## src/rtl/add20_seq.sv

```systemverilog
// add20_seq: 20-bit adder built from one 5-bit slice reused over four cycles.
// Flow: IDLE -> ADD (slices 0..3, one per clock) -> DONE (one-cycle done pulse).
// Optional build macro ADD20_SUB_EN adds a 'sub' port; sub=1 computes a - b.
module add20_seq (
    input  logic        clk,
    input  logic        rst_n,
    input  logic        start,
    input  logic [19:0] a_in,
    input  logic [19:0] b_in,
    input  logic        cin,
`ifdef ADD20_SUB_EN
    input  logic        sub,
`endif
    output logic        busy,
    output logic        done,
    output logic [19:0] sum_out,
    output logic        cout
);

    localparam int unsigned W     = 20;
    localparam int unsigned SW    = 5;
    localparam int unsigned KW    = 2;
    localparam int unsigned RES_W = W - SW;   // slice 3 goes straight to sum_out

    typedef enum logic [1:0] {
        S_IDLE = 2'd0,
        S_ADD  = 2'd1,
        S_DONE = 2'd2
    } state_t;

    state_t             state_q;
    logic [KW-1:0]      k_q;
    logic               carry_q;
    logic [W-1:0]       a_q;
    logic [W-1:0]       b_q;
    logic [RES_W-1:0]   res_q;
    logic [W-1:0]       sum_q;
    logic               cout_q;
    logic               busy_q;
    logic               done_q;

    logic [W-1:0]       b_lat_d;
    logic               c_lat_d;
    logic [SW-1:0]      a_sl;
    logic [SW-1:0]      b_sl;
    logic [SW:0]        slice_d;

    // Operand B and carry-in as they are captured on an accepted start.
    always_comb begin
        b_lat_d = b_in;
        c_lat_d = cin;
`ifdef ADD20_SUB_EN
        if (sub) begin
            b_lat_d = ~b_in;
            c_lat_d = 1'b1;
        end
`endif
    end

    // Select the 5-bit operand slices for the current slice index.
    always_comb begin
        a_sl = a_q[SW-1:0];
        b_sl = b_q[SW-1:0];
        case (k_q)
            2'd0: begin a_sl = a_q[4:0];   b_sl = b_q[4:0];   end
            2'd1: begin a_sl = a_q[9:5];   b_sl = b_q[9:5];   end
            2'd2: begin a_sl = a_q[14:10]; b_sl = b_q[14:10]; end
            2'd3: begin a_sl = a_q[19:15]; b_sl = b_q[19:15]; end
            default: begin a_sl = a_q[4:0]; b_sl = b_q[4:0]; end
        endcase
    end

    // The single shared 5-bit adder slice: {carry, sum}.
    always_comb begin
        slice_d = (SW+1)'(a_sl) + (SW+1)'(b_sl) + (SW+1)'(carry_q);
    end

    // Control FSM and datapath registers; reset wins over everything.
    always_ff @(posedge clk) begin
        if (!rst_n) begin
            state_q <= S_IDLE;
            k_q     <= '0;
            carry_q <= 1'b0;
            a_q     <= '0;
            b_q     <= '0;
            res_q   <= '0;
            sum_q   <= '0;
            cout_q  <= 1'b0;
            busy_q  <= 1'b0;
            done_q  <= 1'b0;
        end else begin
            case (state_q)
                S_IDLE: begin
                    done_q <= 1'b0;
                    if (start) begin
                        a_q     <= a_in;
                        b_q     <= b_lat_d;
                        carry_q <= c_lat_d;
                        k_q     <= '0;
                        busy_q  <= 1'b1;
                        state_q <= S_ADD;
                    end
                end
                S_ADD: begin
                    carry_q <= slice_d[SW];
                    k_q     <= k_q + KW'(1);
                    case (k_q)
                        2'd0: res_q[4:0]   <= slice_d[SW-1:0];
                        2'd1: res_q[9:5]   <= slice_d[SW-1:0];
                        2'd2: res_q[14:10] <= slice_d[SW-1:0];
                        default: begin
                            // Last slice: publish the full result in one step.
                            sum_q   <= {slice_d[SW-1:0], res_q};
                            cout_q  <= slice_d[SW];
                            busy_q  <= 1'b0;
                            done_q  <= 1'b1;
                            state_q <= S_DONE;
                        end
                    endcase
                end
                S_DONE: begin
                    done_q  <= 1'b0;
                    state_q <= S_IDLE;
                end
                default: begin
                    busy_q  <= 1'b0;
                    done_q  <= 1'b0;
                    state_q <= S_IDLE;
                end
            endcase
        end
    end

    assign busy    = busy_q;
    assign done    = done_q;
    assign sum_out = sum_q;
    assign cout    = cout_q;

endmodule

```

## config.mk

```make
export PLATFORM = sky130hd
export DESIGN_NAME = add20_seq
export DESIGN_NICKNAME = d
export VERILOG_FILES = /design/src/rtl/add20_seq.sv
export SDC_FILE = /design/constraint.sdc
export NUM_CORES = 1
export LEC_CHECK = 0
export BUFFER_PORTS_ARGS = -buffer_cell sky130_fd_sc_hd__buf_2
export CORE_AREA = 5 5 91 93
export DETAILED_ROUTE_END_ITERATION = 16
export DIE_AREA = 0 0 96 98
export PLACE_DENSITY = 0.72
export SYNTH_ARGS = -nofsm -noshare
export SYNTH_HDL_FRONTEND = slang
export SYNTH_SLANG_ARGS = --single-unit
export TNS_END_PERCENT = 1
```

## constraint.sdc

```tcl
create_clock -name clk -period 2.95 [get_ports clk]
set_input_delay 0.59 -clock clk [delete_from_list [all_inputs] [get_ports clk]]
set_output_delay 0.59 -clock clk [all_outputs]
set_load 0.01 [all_outputs]
```

Word level (Yosys, flattened, before mapping)
Index checks and enable logic that the tools add are counted.
{"block": "op_classes", "add_sub_neg": 3, "mul": 0, "n_div": 0, "order_cmp": 0, "eq_ne": 7, "shift": 0, "muxes": 12, "bitwise_logic": 2, "n_reduce_logical": 13}
{"op": "case mux 5 bit (4 select lines)", "n": 2}
{"op": "AND reduction 2 bit", "n": 8}
{"op": "case mux 2 bit (2 select lines)", "n": 2}
{"op": "adder 5 x 5 -> 6 bit", "n": 1}
{"op": "adder 6 x 1 -> 6 bit", "n": 1}
{"op": "equality test 2 bit (second input constant)", "n": 3}
{"op": "two-way mux 2 bit", "n": 3}
{"op": "equality test 2 x 1 -> 1 bit (second input constant)", "n": 2}
{"op": "zero test 2 bit", "n": 2}
{"op": "!= test 2 bit (second input constant)", "n": 2}
{"op": "two-way mux 1 bit", "n": 3}
{"op": "case mux 1 bit (3 select lines)", "n": 1}
{"op": "AND reduction 3 bit", "n": 1}
{"op": "OR reduction 3 bit", "n": 1}
{"op": "adder 2 x 1 -> 2 bit (second input constant)", "n": 1}
{"op": "NOT 1 bit", "n": 2}
{"op": "case mux 1 bit (2 select lines)", "n": 1}
{"op": "nonzero test 2 bit", "n": 1}
{"block": "totals", "regBits": 83, "latchBits": 0, "ram_bits": 0, "rom_bits": 0, "input_bits": 44, "output_inout_bits": 23, "wordCells": 49, "memories": 0}

Longest topological paths before layout
{"block": "logic_depth", "ltp_word": 5, "depth_mapped": 12, "depth_no_buf": 11}

Worst setup path before layout
No wires, ideal clock.
{"block": "synth_timing", "path_kind": "flip-flop to flip-flop", "from": "register k_q[0]", "to": "register res_q[4]", "setup_time_ps": 106, "t_arrival_ps": 2720, "required_ps": 2844, "slack_ps": 124, "path_stages_with_launch": 11, "n_path_buf": 1, "period_less_slack_ps": 2826, "path_cell_list": "dfxtp_1 > inv_1 > ha_1 > clkinv_1 > clkbuf_1 > o21ai_0 > fa_1 > fa_1 > nand2b_1 > o2bb2ai_1 > o311ai_0"}
{"block": "synth_via", "elab_chain_cells": 4, "word_cells_on_any_way": 9, "classes_between": "add/sub (2); eq/ne (3); mux (2); reduce/logical (2)"}
{"element": "start, declared", "line": "32", "text": "logic [KW-1:0] k_q;"}
{"element": "start signal, assigned", "line": "106", "text": "k_q <= k_q + KW'(1);"}
{"element": "equality test 2 bit (tied with other cells)", "line": "64", "text": "case (k_q)"}
{"element": "case mux 5 bit (4 select lines)", "line": "64"}
{"element": "adder 5 x 5 -> 6 bit", "line": "75", "text": "slice_d = (SW+1)'(a_sl) + (SW+1)'(b_sl) + (SW+1)'(carry_q);"}
{"element": "adder 6 x 1 -> 6 bit", "line": "75"}
{"element": "end signal, assigned", "line": "108", "text": "2'd0: res_q[4:0] <= slice_d[SW-1:0];"}
{"element": "end, declared", "line": "36", "text": "logic [RES_W-1:0] res_q;"}
Parallel ways exist; a longest one is shown, timed or not.
A chain may end at the register's enable or synchronous reset.

Worst setup path after layout
{"block": "layout_timing", "from": "register k_q[1]", "to": "register res_q[4]"}
Same word-level chain as after synthesis.

==> impl_metrics.toml <==
[route]
vias = 3030
wl_per_cell_um = 13.2
drtAntennaViolNets = 0
wl_um = 7800
routed-wl-met3_um = 437
drtIter0Drc = 136
vias_per_cell = 5.14
dr_wl_met2_um = 3680
routed.top_layer = "met4"
drc = 0
met1_length_um = 3470
drt_first_pass_iters = 5

[yosys]
synth_common_cells = "nand2_1 (133), dfxtp_1 (83), a21oi_1 (73)"
syn_area_per_cell_um2 = 8.08
synth_most_common_cell = "nand2_1"
yosysWarnings = 0
synth_top_cell_area_share_pct = 47.9
ys.flop_type = "dfxtp_1"
syn_nets = 485
synth_enable_flop_cells = 0
synth_top_cell_by_area = "dfxtp_1"
async_reset_ff_share_pct = 0
synth_area_mm2 = 0.00347
yosysUniqueCellTypes = 38
synth_seq_area_share_pct = 47.9
ys_seq_elements = 83
syn_inst = 429
ys_top_cells_by_area = "dfxtp_1 (48%), nand2_1 (14%), a21oi_1 (11%)"

[die]
die_width_um = 96
initial_utilization_pct = 46.6
core_mm2 = 0.00745
dieHeight_um = 98
top_level_ports = 67
die_area_mm2 = 0.00941
row_count = 32

[setup_path]
crit_type = "register to register"
cp_max_fo = 8
crit_buf_inv = 1
cp_common_cell = "fa_1"
cp_slowest_stage_delay_ns = 0.47
crit_path_end_kind = "register"
crit_required_ns = 3.22
arrival_ns = 2.98
path_cells = "inv_1 -> ha_2 -> a222oi_1 -> nand2_1 -> o21ai_0 -> fa_1 -> fa_1 -> nand2b_1 -> o2bb2ai_2 -> o311ai_0"
cp_top_family = "adder cells"
cp_slowest_cell = "fa_1"
cp-start-kind = "register"

[timing]
finalMaxSlewViolations = 0
hold_ws_ns = 0.446
finalSetupViolations = 0
slew_headroom_pct = 48.8
max_freq_mhz = 369
hold_violations = 0
fin_crit_sh_pct = 91.8
min_period_ns = 2.71
rsz0062_at_grt = "no"
tns_ns = 0
tightest_slew_ns = 0.768
finalWorstSetupSlack_ns = 0.242
fin_skew_ns = 0.0104

[global_route]
grt_pass1_vias = 2898
grt-ovfl-total = 0
grt_max_degree = 42
grt_antenna_before_repair = 0
grt_first_pass_wirelength_um = 13100
grt_usage_pct = 17.5

[cts]
numCtsBuffers = 9
post-cts-setup-buffers = 0
clock-sinks = 83
holdBufCountCts = 0
clk_pin_slew_worst_paths_ns = 0.09
ctsResizeCount = 0
clk_latency_ns = 0.37
root_buffer = "clkbuf_8"
cts_tree = "done"
clockBufferDepth = 2
cts.htree.levels = 3

[placement]
portBuffers = 66
pre_cts_slack_ns = 0.0614
place_congestion = 0.905
dpl.hpwl_um = 5680

[power_and_ir_drop]
p_per_area_mw_per_mm2 = 559
power_leakage_nw = 1.60
ir_drop_mv = 0.284
power_mw = 2.25

[hold_path]
hp-class = "input pin to register"

[cells_and_area]
area_growth_pct = 16.2
layout.nets = 538
drive_above_1_share_pct = 21.4
num_antenna_cells = 0
final_core_util_pct = 54.1
nFillCells = 757

[run_status]
outcome = "finished, final reports clean"

[flow_run]
drv_cap = 0
==> layout by cell type (no fill, tap or decap), types with 2 or more instances in the layout <==
master,Yosys,layout
nand2_1,133,133
dfxtp_1,83,83
a21oi_1,73,73
buf_2,10,66
nor2_1,21,20
a211oi_1,9,9
nand3_1,9,9
clkbuf_8,0,9
a222oi_1,8,8
ha_1,10,7
buf_4,3,7
inv_1,6,6
o21ai_0,5,5
nand2b_1,5,5
a22oi_1,4,4
nand4_1,4,4
ha_2,0,3
inv_6,0,3
inv_2,0,2
mux2_2,2,2
and2_1,2,2
o311ai_0,3,2
and2_4,2,2
fa_1,2,2
clkinvlp_4,0,2
==> where the power goes <==
group	total, mW	switching [mW]	internal [mW]	leakage, nW
Sequential	1.20	0.0301	1.17	0.677
Clock	0.763	0.445	0.318	0.0886
Combinational	0.290	0.178	0.113	0.837
Total	2.25	0.652	1.60	1.60
==> final timing paths <==
| path | startpoint | endpoint | slack [ns] | depth (start not counted) |
|---|---|---|---|---|
| max | k_q[1]$_SDFFE_PN0P_ | res_q[4]$_SDFFE_PN0P_ | 0.24 | 10 |
| max reg2reg | k_q[1]$_SDFFE_PN0P_ | res_q[4]$_SDFFE_PN0P_ | 0.24 | 10 |
| min reg2reg | sum_out[7]$_SDFFE_PN0P_ | sum_out[7]$_SDFFE_PN0P_ | 0.45 | 2 |
| min | b_in[10] | b_q[10]$_SDFFE_PN0P_ | 0.45 | 3 |
==> final cells by class <==
class	count	area [um^2]	share of cell area [%]
inverters	8	30.0	0.746
clock buffers	9	124	3.08
flip-flops and latches	83	1660	41.3
multi-input cells	306	1620	40.3
repair buffers	74	403	10.0
well taps	102	128	3.17
clock inverters	7	57.6	1.43
==> logic make-up after synthesis <==
group                    share of synthesized area, %
flip-flops                                       47.9
multiplexers                                    0.938
XOR/XNOR                                        0.253
AO/OA/AOI/OAI                                    18.7
adder cells (fa/ha/maj)                          4.76
buffers and inverters                            5.70
AND/OR/NAND/NOR                                  21.7
==> flip-flops by register name, summed over array words and instances (netlist names) <==
register	cells
done	1
carry_q	1
state_q	2
sum_out	20
cout	1
busy	1
res_q	15
a_q	20
b_q	20
k_q	2
==> through the flow <==
step	cells	instance area [um^2]
2_1_floorplan	429	3470
3_5_place_dp	573	3830
6_report	589	4030
3_3_place_gp	573	3830
5_1_grt	589	4030
4_1_cts	589	4010
==> tightest hold or removal path, stage by stage <==
cell	delay, ns
buf_2	0.09
nand2_1	0.04
a21oi_1	0.05
==> layer usage <==
metal / vias up / GRT usage [%]
met2: 80 / 27.6
met4: 0 / 9.08
met3: 16 / 4.01
li1: 1554 / -
met1: 1380 / 22.2
met5: - / 0
Power figures use the tool's default switching activity.
